## src/rtl/imm_encoder.sv

```systemverilog
// Two-stage elastic RISC-V instruction encoder: packs opcode, register/function
// fields and an immediate into a 32-bit word and flags unrepresentable immediates.
module imm_encoder (
  input  logic        i_clk,
  input  logic        i_reset_n,
  input  logic        i_valid,
  output logic        o_ready,
  input  logic [2:0]  i_format,
  input  logic [31:0] i_imm,
  input  logic [6:0]  i_opcode,
  input  logic [4:0]  i_rd,
  input  logic [2:0]  i_funct3,
  input  logic [4:0]  i_rs1,
  input  logic [4:0]  i_rs2,
  input  logic [6:0]  i_funct7,
  output logic        o_valid,
  input  logic        i_ready,
  output logic [31:0] o_instr,
  output logic        o_err,
  output logic [15:0] o_count,
  output logic [7:0]  o_err_count
);

  localparam logic [2:0] FMT_I     = 3'b000;
  localparam logic [2:0] FMT_SHAMT = 3'b001;
  localparam logic [2:0] FMT_S     = 3'b010;
  localparam logic [2:0] FMT_B     = 3'b011;
  localparam logic [2:0] FMT_J     = 3'b100;
  localparam logic [2:0] FMT_U     = 3'b101;

  // Handshake: a transfer happens on a side exactly when its valid and ready
  // are both high at a rising edge; valid never waits on ready, and a stage
  // holds its payload stable until its own output transfer completes.
  logic        s1_valid;
  logic [2:0]  s1_format;
  logic [31:0] s1_imm;
  logic [6:0]  s1_opcode;
  logic [4:0]  s1_rd;
  logic [2:0]  s1_funct3;
  logic [4:0]  s1_rs1;
  logic [4:0]  s1_rs2;
  logic [6:0]  s1_funct7;

  logic        s1_en;
  logic        s2_en;
  logic [31:0] enc_instr;
  logic        enc_err;
  logic        out_fire;

  assign s2_en    = !o_valid || i_ready;
  assign s1_en    = !s1_valid || s2_en;
  assign o_ready  = s1_en;
  assign out_fire = o_valid && i_ready;

  // Sign-extension checks: the bits above the format's top immediate bit must
  // all copy that bit.
  logic i_range_ok;
  logic b_range_ok;
  logic j_range_ok;

  assign i_range_ok = (&s1_imm[31:11]) || !(|s1_imm[31:11]);
  assign b_range_ok = ((&s1_imm[31:12]) || !(|s1_imm[31:12])) && !s1_imm[0];
  assign j_range_ok = ((&s1_imm[31:20]) || !(|s1_imm[31:20])) && !s1_imm[0];

  always_comb begin
    enc_instr = 32'd0;
    enc_err   = 1'b0;
    case (s1_format)
      FMT_SHAMT: begin
        enc_instr = {s1_funct7, s1_imm[4:0], s1_rs1, s1_funct3, s1_rd, s1_opcode};
        enc_err   = |s1_imm[31:5];
      end
      FMT_S: begin
        enc_instr = {s1_imm[11:5], s1_rs2, s1_rs1, s1_funct3, s1_imm[4:0], s1_opcode};
        enc_err   = !i_range_ok;
      end
      FMT_B: begin
        enc_instr = {s1_imm[12], s1_imm[10:5], s1_rs2, s1_rs1, s1_funct3,
                     s1_imm[4:1], s1_imm[11], s1_opcode};
        enc_err   = !b_range_ok;
      end
      FMT_J: begin
        enc_instr = {s1_imm[20], s1_imm[10:1], s1_imm[11], s1_imm[19:12],
                     s1_rd, s1_opcode};
        enc_err   = !j_range_ok;
      end
      FMT_U: begin
        enc_instr = {s1_imm[31:12], s1_rd, s1_opcode};
        enc_err   = |s1_imm[11:0];
      end
      default: begin
        // FMT_I and the two unused codes share the I layout.
        enc_instr = {s1_imm[11:0], s1_rs1, s1_funct3, s1_rd, s1_opcode};
        enc_err   = !i_range_ok;
      end
    endcase
  end

  always_ff @(posedge i_clk or negedge i_reset_n) begin
    if (!i_reset_n) begin
      s1_valid  <= 1'b0;
      s1_format <= 3'd0;
      s1_imm    <= 32'd0;
      s1_opcode <= 7'd0;
      s1_rd     <= 5'd0;
      s1_funct3 <= 3'd0;
      s1_rs1    <= 5'd0;
      s1_rs2    <= 5'd0;
      s1_funct7 <= 7'd0;
    end else if (s1_en) begin
      s1_valid <= i_valid;
      if (i_valid) begin
        s1_format <= i_format;
        s1_imm    <= i_imm;
        s1_opcode <= i_opcode;
        s1_rd     <= i_rd;
        s1_funct3 <= i_funct3;
        s1_rs1    <= i_rs1;
        s1_rs2    <= i_rs2;
        s1_funct7 <= i_funct7;
      end
    end
  end

  always_ff @(posedge i_clk or negedge i_reset_n) begin
    if (!i_reset_n) begin
      o_valid <= 1'b0;
      o_instr <= 32'd0;
      o_err   <= 1'b0;
    end else if (s2_en) begin
      o_valid <= s1_valid;
      if (s1_valid) begin
        o_instr <= enc_instr;
        o_err   <= enc_err;
      end
    end
  end

  always_ff @(posedge i_clk or negedge i_reset_n) begin
    if (!i_reset_n) begin
      o_count     <= 16'd0;
      o_err_count <= 8'd0;
    end else if (out_fire) begin
      o_count <= o_count + 16'd1;
      if (o_err && (o_err_count != 8'hFF)) begin
        o_err_count <= o_err_count + 8'd1;
      end
    end
  end

endmodule
```

## config.mk

```make
export PLATFORM = sky130hd
export DESIGN_NAME = imm_encoder
export DESIGN_NICKNAME = d
export VERILOG_FILES = /design/src/rtl/imm_encoder.sv
export SDC_FILE = /design/constraint.sdc
export NUM_CORES = 1
export LEC_CHECK = 0
export ABC_CLOCK_PERIOD_IN_PS = 1700
export CORE_MARGIN = 2
export CORE_UTILIZATION = 45
export CTS_CLUSTER_DIAMETER = 30
export DETAILED_ROUTE_END_ITERATION = 10
export GPL_ROUTABILITY_DRIVEN = 0
export PLACE_DENSITY = 0.85
export SLEW_MARGIN = 20
export SYNTH_ARGS = -nofsm -noshare
export SYNTH_HDL_FRONTEND = slang
export SYNTH_SLANG_ARGS = --single-unit
```

## constraint.sdc

```tcl
create_clock -name i_clk -period 1.7 [get_ports i_clk]
set_input_delay 0.255 -clock i_clk [delete_from_list [all_inputs] [get_ports i_clk]]
set_output_delay 0.255 -clock i_clk [all_outputs]
set_load 0.1 [all_outputs]
```

* After elaboration in Yosys (flattened, before gate mapping) *
Index checks and enable logic that the tools add are counted.
Widths: inputs -> output; s select.

word-level totals
  logic and storage cells = 53
  input port bits = 71
  flip-flop bits (word level) = 126
  output and inout bits = 59

operators by class
  equal/unequal tests = 6
  $add $sub $neg = 2
  muxes and demuxes = 2
  reductions and logical operators = 29

operators with widths
  operator               count
  $pmux 32 s5            1
  $reduce_or 27->1       1
  $reduce_or 12->1       2
  $reduce_and 21->1      1
  $reduce_or 21->1       1
  $reduce_and 20->1      1
  $reduce_or 20->1       1
  $add 16x1->16 const B  1
  $reduce_and 12->1      1
  $logic_not 1->1        9
  $add 8x1->8 const B    1
  $ne 8x8->1 const B     1
  $eq 3x2->1 const B     2
  $eq 3x3->1 const B     2
  $reduce_and 2->1       3
  $logic_or 1x1->1       5
  $logic_and 1x1->1      4
  $pmux 1 s4             1
  $eq 3x1->1 const B     1

* Depth between registers and ports, before layout *
Gate-level depths: netlist (run 1).

  depth after elaboration = 6
  gate-level depth with buffers = 6
  depth with buffers taken out = 5

* Worst setup path before layout (run 1) *
OpenSTA, ideal clock, no wires.

  path type = reg-to-reg
  start point = register o_valid
  end point = register s1_format[0]
  setup time = 0.125 ns
  cell stages (with the launch flop) = 6
  path buffers = 2
  arrival time = 3.152 ns
  required time = 1.575 ns
  setup slack = -1.576 ns
  cells stage by stage = dfrtp_1 > nand3b_1 > nand2_1 > buf_2 > buf_4 > mux2_2

on the way
  word-level cells in the longest chain between the ends = 4

ends and longest elaborated chain
  element                     line  source
  start: declaration          16    output logic o_valid,
  start signal: assignment    131   o_valid <= s1_valid;
  $logic_not 1->1             50    assign s2_en = !o_valid || i_ready;
  $logic_or 1x1->1            50
  $logic_or 1x1->1            51    assign s1_en = !s1_valid || s2_en;
  net o_ready                 7     output logic o_ready,
  $reduce_and 2->1 (no line)  --
  end signal: assignment      113   s1_format <= i_format;
  end: declaration            35    logic [2:0] s1_format;

The timed path passes the listed nets, and every way through them passes these cells.
A chain may end at the register's enable or synchronous reset.

* Worst setup path in the final report (run 1) *
  start point = register s1_imm[20]
  end point = register o_err

on the way
  word-level cells in the longest chain between the ends = 6

ends and longest elaborated chain
  element                                                      line    source
  start: declaration                                           36      logic [31:0] s1_imm;
  start signal: assignment                                     114     s1_imm <= i_imm;
  $reduce_or 20->1 / $reduce_or 12->1 (equally long branches)  62, 63
  $logic_not 1->1, on equally long branches                    62, 63
  $logic_or 1x1->1, on equally long branches                   62, 63
  $logic_and 1x1->1, on equally long branches                  62, 63
  $logic_not 1->1, on equally long branches                    80, 85
  $pmux 1 s4 (*)                                               68      case (s1_format)
  end signal: assignment                                       134     o_err <= enc_err;
  end: declaration                                             19      output logic o_err,

Mark *: on every way between the ends. The rest lies on a longest branch, timed or not.

==> qor.yml, run 1 <==
routing:
  wirelength_mm: 13.6
  vias_per_cell: 5.35
  drtIter0Drc: 261
  routedWlPerCell_um: 17.7
  vias: 4117
  drc: 0
  dr.pass1.iters: 4
  ant_nets: 0
critical_path:
  reg2reg_from: "s1_imm[20]$_DFFE_PN0P_"
  startpoint_type: "register"
  path_max_fanout: 2
  end_kind: "register"
  cp.required_ns: 1.98
  worstPathArrival_ns: 2.06
  r2r-end: "o_err$_DFFE_PN0P_"
  r2r_cells: 5
  path_class: "register to register"
  r2r_slack_ns: -0.08
power_and_ir_drop:
  max-vdd-ir-drop_mv: 1.20
  cellLeakagePower_uw: 0.00380
  power_uw: 13700
  powerDensity_mw_per_mm2: 1580
clock_network:
  clk_transition_reported_paths_ns: 0.05
  clockBufferDepth: 2
  cts_tree: "yes"
  numCtsBuffers: 17
  root_buffer: "clkbuf_16"
  clock_latency_ns: 0.41
  cts_max_level: 4
  cts_num_sinks: 126
grt:
  grt_usage_pct: 22.2
  grt_pass1_wl_mm: 22.3
  antenna_found_initial: 0
  grt_pass1_vias: 4391
  grt_start_max_net_pins: 44
  gr-total-overflow: 0
sta:
  max_slew_margin_pct: 76.2
  setup_violations: 1
  tightest_slew_ns: 0.356
  post-route-period-util_pct: 105
  rsz0062_at_grt: "true"
  timing.final.ws_setup_ns: -0.0789
  skew_ns: 0.00593
  hold_violations: 0
  slew_violations: 0
  maxClockFrequency_mhz: 562
  min_period_ns: 1.78
floorplanning:
  io_pins: 130
  fp.dieH_um: 114
  core_mm2: 0.0119
  die_area_mm2: 0.0130
  rows: 40
  start_util_pct: 45.7
  die_width_um: 114
synth:
  synth_nets: 508
  synth_edf_count: 0
  syn_area_per_cell_um2: 12.5
  ys_seq_elements: 126
  yosysTopAreaCellShare_pct: 57.9
  synth_largest_area_cell: "dfrtp_1"
  yosysSeqAreaShare_pct: 57.9
  synthCells: 435
  ys.flop_type: "dfrtp_1"
  syn_area_mm2: 0.00545
  synth_area_leaders: "dfrtp_1, mux2_2, mux2i_1, nand2_1, o21ai_0"
  yosysWarnings: 0
  synthArstFlopShare_pct: 100
  ys_types: 34
min_path:
  hp-class: "input port to async pin"
cells_and_area:
  drive_gt1_share_pct: 39.8
  design_area_mm2: 0.00864
  antenna_cells: 0
  regArea_mm2: 0.00321
  multi_input_area_mm2: 0.00237
  fin_nets: 683
  area_delta_synth_final_pct: 58.7
  n_fill_cell: 747
placement:
  port_buffers: 129
  place_area_mm2: 0.00800
  place_hpwl_mm: 9.76
run:
  drv_cap: 0
status:
  violations: "setup timing"
  outcome: "finished, violations left"
cells in the mapped netlist (2+ instances only):
master,instances
and3_1,4
nand3_1,6
buf_4,3
nand4_1,13
a21oi_1,8
ha_1,2
o21ai_0,34
clkbuf_1,5
xnor2_1,17
nor3_1,3
nor2_1,14
nand2_1,48
mux2_2,80
nand2b_1,4
mux2i_1,27
inv_1,2
a211oi_1,2
nor4_1,7
buf_2,12
dfrtp_1,126
xor2_1,5
placed cells by master, fill, tap and decap left out, types with 6 or more instances in the layout:
cell and count:
a21oi_1 8, buf_12 64, buf_4 42, clkbuf_16 17, clkbuf_8 6, clkdlybuf4s50_1 69
dfrtp_1 106, dfrtp_2 7, dfrtp_4 13, mux2_2 50, mux2_4 30, mux2i_1 27
nand2_1 46, nand3_1 6, nand4_1 13, nor2_1 13, o21ai_0 34, xnor2_1 17
cells by family after synthesis:
kind of cell,synth area share [%]
fa+ha+maj,0.459
buf+inv,2.00
mux,21.5
compound gates,5.33
flops,57.9
simple gates,9.26
xor+xnor,3.54
per-stage QoR:
step / setup slack, ns / util [%] / std cells / setup TNS [ns] / hold WS (ns)
final: -0.0789 / 72.6 / 770 / -0.0789 / 0.297
after CTS: -0.0154 / 72.3 / 767 / -0.0154 / 0.289
after floorplan: -0.862 / - / 435 / -55.72 / -0.0406
after detailed placement: -0.138 / 67.1 / 734 / -9.05 / 0.180
after global routing: -0.108 / 72.6 / 770 / -0.108 / 0.304
after global placement: -0.0936 / 67.1 / 734 / -5.54 / 0.178
where the power goes:
group	total (µW)	switching [µW]	internal (µW)	leakage, µW
clock	3450	1220	2230	0.000290
sequential	4380	703	3680	0.00149
combinational	5860	3530	2330	0.00202
worst max-delay path by stage:
stage,startpoint,end,slack [ns],cells after the start
floorplan,o_valid$_DFFE_PN0P_,s1_format[0]$_DFFE_PN0P_,-0.86,5
global placement,i_ready,s1_rs2[2]$_DFFE_PN0P_,-0.09,5
detailed placement,i_ready,s1_rs2[2]$_DFFE_PN0P_,-0.14,5
CTS,s1_imm[15]$_DFFE_PN0P_,o_err$_DFFE_PN0P_,-0.02,6
global route,s1_imm[25]$_DFFE_PN0P_,o_err$_DFFE_PN0P_,-0.11,5
finish,s1_imm[20]$_DFFE_PN0P_,o_err$_DFFE_PN0P_,-0.08,5
what timing repair did:
action,in CTS,in global routing
setup endpoints to repair,1,4
gates resized for setup,5,2
hold buffers,1,0
buffers inserted,0,3
hold endpoints to repair,21,0
pin swaps,7,2
worst max-delay path, stage by stage (launching register included):
cell and delay (ns):
dfrtp_1 0.39, nor4_2 0.34, and3_1 0.26, or4b_1 0.46, nand4_1 0.12, a31oi_1 0.09
metal layers:
layer / global-route usage [%] / vias to the layer above / share of wire, %
met4: 8.46 / 0 / 2.2
met2: 36.2 / 133 / 50
met1: 27.9 / 2058 / 42
met3: 6.91 / 25 / 5.8
li1: - / 1901 / -
met5: 0 / - / 0
layout make-up:
type,instances,area share [%]
Timing Repair Buffer,176,26.6
Clock inverter,6,0.637
Multi-Input combinational cell,287,27.4
Sequential cell,126,37.1
Clock buffer,26,6.01
Inverter,2,0.0869
Tap cell,147,2.13
sequential cells by signal, summed over array words and instances (netlist names):
register and cells:
o_valid 1, s1_valid 1, s1_opcode 7, s1_rd 5, s1_format 3, s1_imm 32
o_instr 32, s1_rs1 5, o_err 1, o_count 16, s1_funct3 3, s1_rs2 5
s1_funct7 7, o_err_count 8
Note: power is estimated with default switching activity, not from simulation.
==> inputs of run 2 (changes only) <==
SKIP_LAST_GASP = 1   (was not set)
==> results of run 2 <==
Final layout, timing and power as in run 1 (identical DEF).
==> inputs of run 3 (changes only) <==
==> constraint.sdc (replaced) <==
create_clock -name i_clk -period 1.7 [get_ports i_clk]
set_input_delay 0.255 -clock i_clk [delete_from_list [all_inputs] [get_ports i_clk]]
set_output_delay 0.255 -clock i_clk [all_outputs]
set_load 0.005 [all_outputs]
==> qor.yml, run 3 (synthesis results as in run 1) <==
floorplanning:
  core_mm2: 0.0119  # unchanged
  fp.dieH_um: 114  # unchanged
  die_area_mm2: 0.0130  # unchanged
  start_util_pct: 45.7  # unchanged
  io_pins: 130  # unchanged
  die_width_um: 114  # unchanged
  rows: 40  # unchanged
power_and_ir_drop:
  power_uw: 9880  # was 13,700 µW
  swShare_pct: 27.3  # was 39.8%
  cellLeakagePower_uw: 0.00340  # was 0.00380 µW
  pwr-share-comb_pct: 24.7  # was 42.8%
  p_seq_share_pct: 41.2  # was 32.0%
  p_int_uw: 7190  # was 8240 µW
  powerDensity_mw_per_mm2: 1260  # was 1580 mW/mm²
  power_switching_uw: 2690  # was 5450 µW
  power.clock.fraction_pct: 34.1  # was 25.2%
  max-vdd-ir-drop_mv: 0.685  # was 1.20 mV
grt:
  grt_pass1_wl_mm: 21.8  # was 22.3 mm
  gr-total-overflow: 0  # unchanged
  grt_start_max_net_pins: 46  # was 44
  grt_pass1_vias: 4437  # was 4,391
  grt_usage_pct: 21.7  # was 22.2%
  antenna_found_initial: 0  # unchanged
critical_path:
  path_max_fanout: 2  # unchanged
  path_class: "register to register"  # unchanged
  cpPeakStageDelay_ns: 0.50  # was 0.46 ns
  cp.required_ns: 1.98  # about the same
  worstPathArrival_ns: 2.04  # was 2.06 ns
  path_cells: "nor4_2, buf_4, a2111oi_2, or4b_1, nand4_1, a31oi_1"  # was nor4_2, and3_1, or4b_1, nand4_1, a31oi_1
  cp_slowest_cell: "or4b_1"  # unchanged
  end_kind: "register"  # unchanged
  startpoint_type: "register"  # unchanged
sta:
  max_slew_margin_pct: 71.9  # was 76.2%
  rsz0062_at_grt: "true"  # unchanged
  slew_violations: 0  # unchanged
  timing.final.ws_setup_ns: -0.0616  # was -0.0789 ns
  min_period_ns: 1.76  # was 1.78 ns
  hold_violations: 0  # unchanged
  maxClockFrequency_mhz: 568  # was 562 MHz
  setup_violations: 1  # unchanged
  skew_ns: 0.0125  # was 0.00593 ns
  tightest_slew_ns: 0.418  # was 0.356 ns
  post-route-period-util_pct: 104  # was 105%
run:
  drv_cap: 0  # unchanged
cells_and_area:
  fin_nets: 691  # was 683
  biggestRegsByFlops: "o_instr: 32 flops, s1_imm: 32 flops, o_count: 16 flops"  # unchanged
  drive_gt1_share_pct: 27.3  # was 39.8%
  final_common_cell: "clkdlybuf4s50_1"  # was dfrtp_1
  final_core_util_pct: 66.1  # was 72.6%
  design_area_mm2: 0.00787  # was 0.00864 mm²
  area_delta_synth_final_pct: 44.5  # was 58.7%
  final_cell_mix: "clkdlybuf4s50_1, dfrtp_1, mux2_2, buf_4, nand2_1"  # was dfrtp_1, clkdlybuf4s50_1, buf_12, mux2_2, nand2_1
  antenna_cells: 0  # unchanged
status:
  outcome: "finished, violations left"  # unchanged
  violations: "setup timing"  # unchanged
routing:
  vias: 4117  # unchanged
  wirelength_mm: 13.4  # was 13.6 mm
  ant_nets: 0  # unchanged
  dr.pass1.iters: 5  # was 4
  drtIter0Drc: 255  # was 261
  drc: 0  # unchanged
  routedWlPerCell_um: 17.2  # was 17.7 µm
  vias_per_cell: 5.29  # was 5.35
min_path:
  hp-class: "input port to async pin"  # unchanged
placement:
  place_hpwl_mm: 9.76  # about the same
  place_area_mm2: 0.00727  # was 0.00800 mm²
  port_buffers: 129  # unchanged
  post-place-ws_ns: -0.170  # was -0.138 ns
clock_network:
  root_buffer: "clkbuf_16"  # unchanged
  numCtsBuffers: 17  # unchanged
  cts_num_sinks: 126  # unchanged
  clockBufferDepth: 2  # unchanged
  cts_max_level: 4  # unchanged
  clock_latency_ns: 0.41  # about the same
  cts_tree: "yes"  # unchanged
  clk_transition_reported_paths_ns: 0.06  # was 0.05 ns
run 3: cell types whose count changed in the layout (fill, tap and decap cells not counted), moves of 2 or more:
| cell | before | now |
|---|---|---|
| buf_12 | 64 | 5 |
| clkdlybuf4s50_1 | 69 | 127 |
| mux2_2 | 50 | 80 |
| mux2_4 | 30 | 0 |
| dfrtp_1 | 106 | 125 |
| dfrtp_4 | 13 | 0 |
| buf_4 | 42 | 50 |
| dfrtp_2 | 7 | 1 |
| clkbuf_8 | 6 | 2 |
| clkinvlp_4 | 0 | 4 |
| and3_1 | 2 | 4 |
| and3_4 | 2 | 0 |
| nor4_1 | 4 | 6 |
run 3: power groups by stage:
stage	clock (µW)	sequential, µW	combinational (µW)
after global placement	0	4050	2330
after global routing	3590	4140	2650
after CTS	3410	4060	2470
after detailed placement	0	4100	2430
final	3370	4070	2440
after floorplan	0	4050	995
run 3: final cells by class:
class,count,area [µm²]
clock buffer,22,464
clock inverter,10,88.8
fill,888,4040
inverter,2,7.51
multi-input combinational,287,2200
sequential,126,3150
tap,147,184
timing repair buffer,184,1770
run 3: per-stage QoR:
step | hold slack (ns) | std cells | setup TNS [ns]
after floorplan | -0.0406 | 435 | 0
after CTS | 0.331 | 778 | -0.0910
after global routing | 0.353 | 778 | -0.138
after detailed placement | 0.220 | 742 | -13.31
after global placement | 0.214 | 742 | -10.07
final | 0.323 | 778 | -0.0616
run 3: critical path: cells and delay by family (launching register included):
| kind | cells | cell delay, ns |
|---|---|---|
| AO/OA/AOI/OAI | 2 | 0.14 |
| AND/OR/NAND/NOR | 3 | 0.93 |
| flip-flops | 1 | 0.39 |
| buffers and inverters | 1 | 0.17 |
run 3: final timing paths:
check	start	end	slack (ns)	cells after the start
worst max register to register	s1_imm[5]$_DFFE_PN0P_	o_err$_DFFE_PN0P_	-0.06	6
worst max-delay path	s1_imm[5]$_DFFE_PN0P_	o_err$_DFFE_PN0P_	-0.06	6
worst min-delay path	i_reset_n	s1_rs2[0]$_DFFE_PN0P_	0.32	2
max in group asynchronous	i_reset_n	o_instr[6]$_DFFE_PN0P_	0.69	3
min in group i_clk	i_funct7[0]	s1_funct7[0]$_DFFE_PN0P_	0.46	2
worst min register to register	o_instr[31]$_DFFE_PN0P_	o_instr[31]$_DFFE_PN0P_	0.48	2
run 3: layer usage:
| metal | vias to the layer above | wire (µm) | track usage [%] |
|---|---|---|---|
| li1 | 1912 | - | - |
| met1 | 2051 | 5610 | 26.4 |
| met2 | 128 | 6970 | 37.7 |
| met3 | 26 | 568 | 4.89 |
| met4 | 0 | 272 | 8.05 |
| met5 | - | 0 | 0 |
run 3: what timing repair did:
action                     CTS  global route
pin swaps                    4             1
hold buffers                 1             0
hold endpoints to repair    27             0
setup endpoints to repair    2             4
gates resized for setup      2             3
buffers inserted             3             0
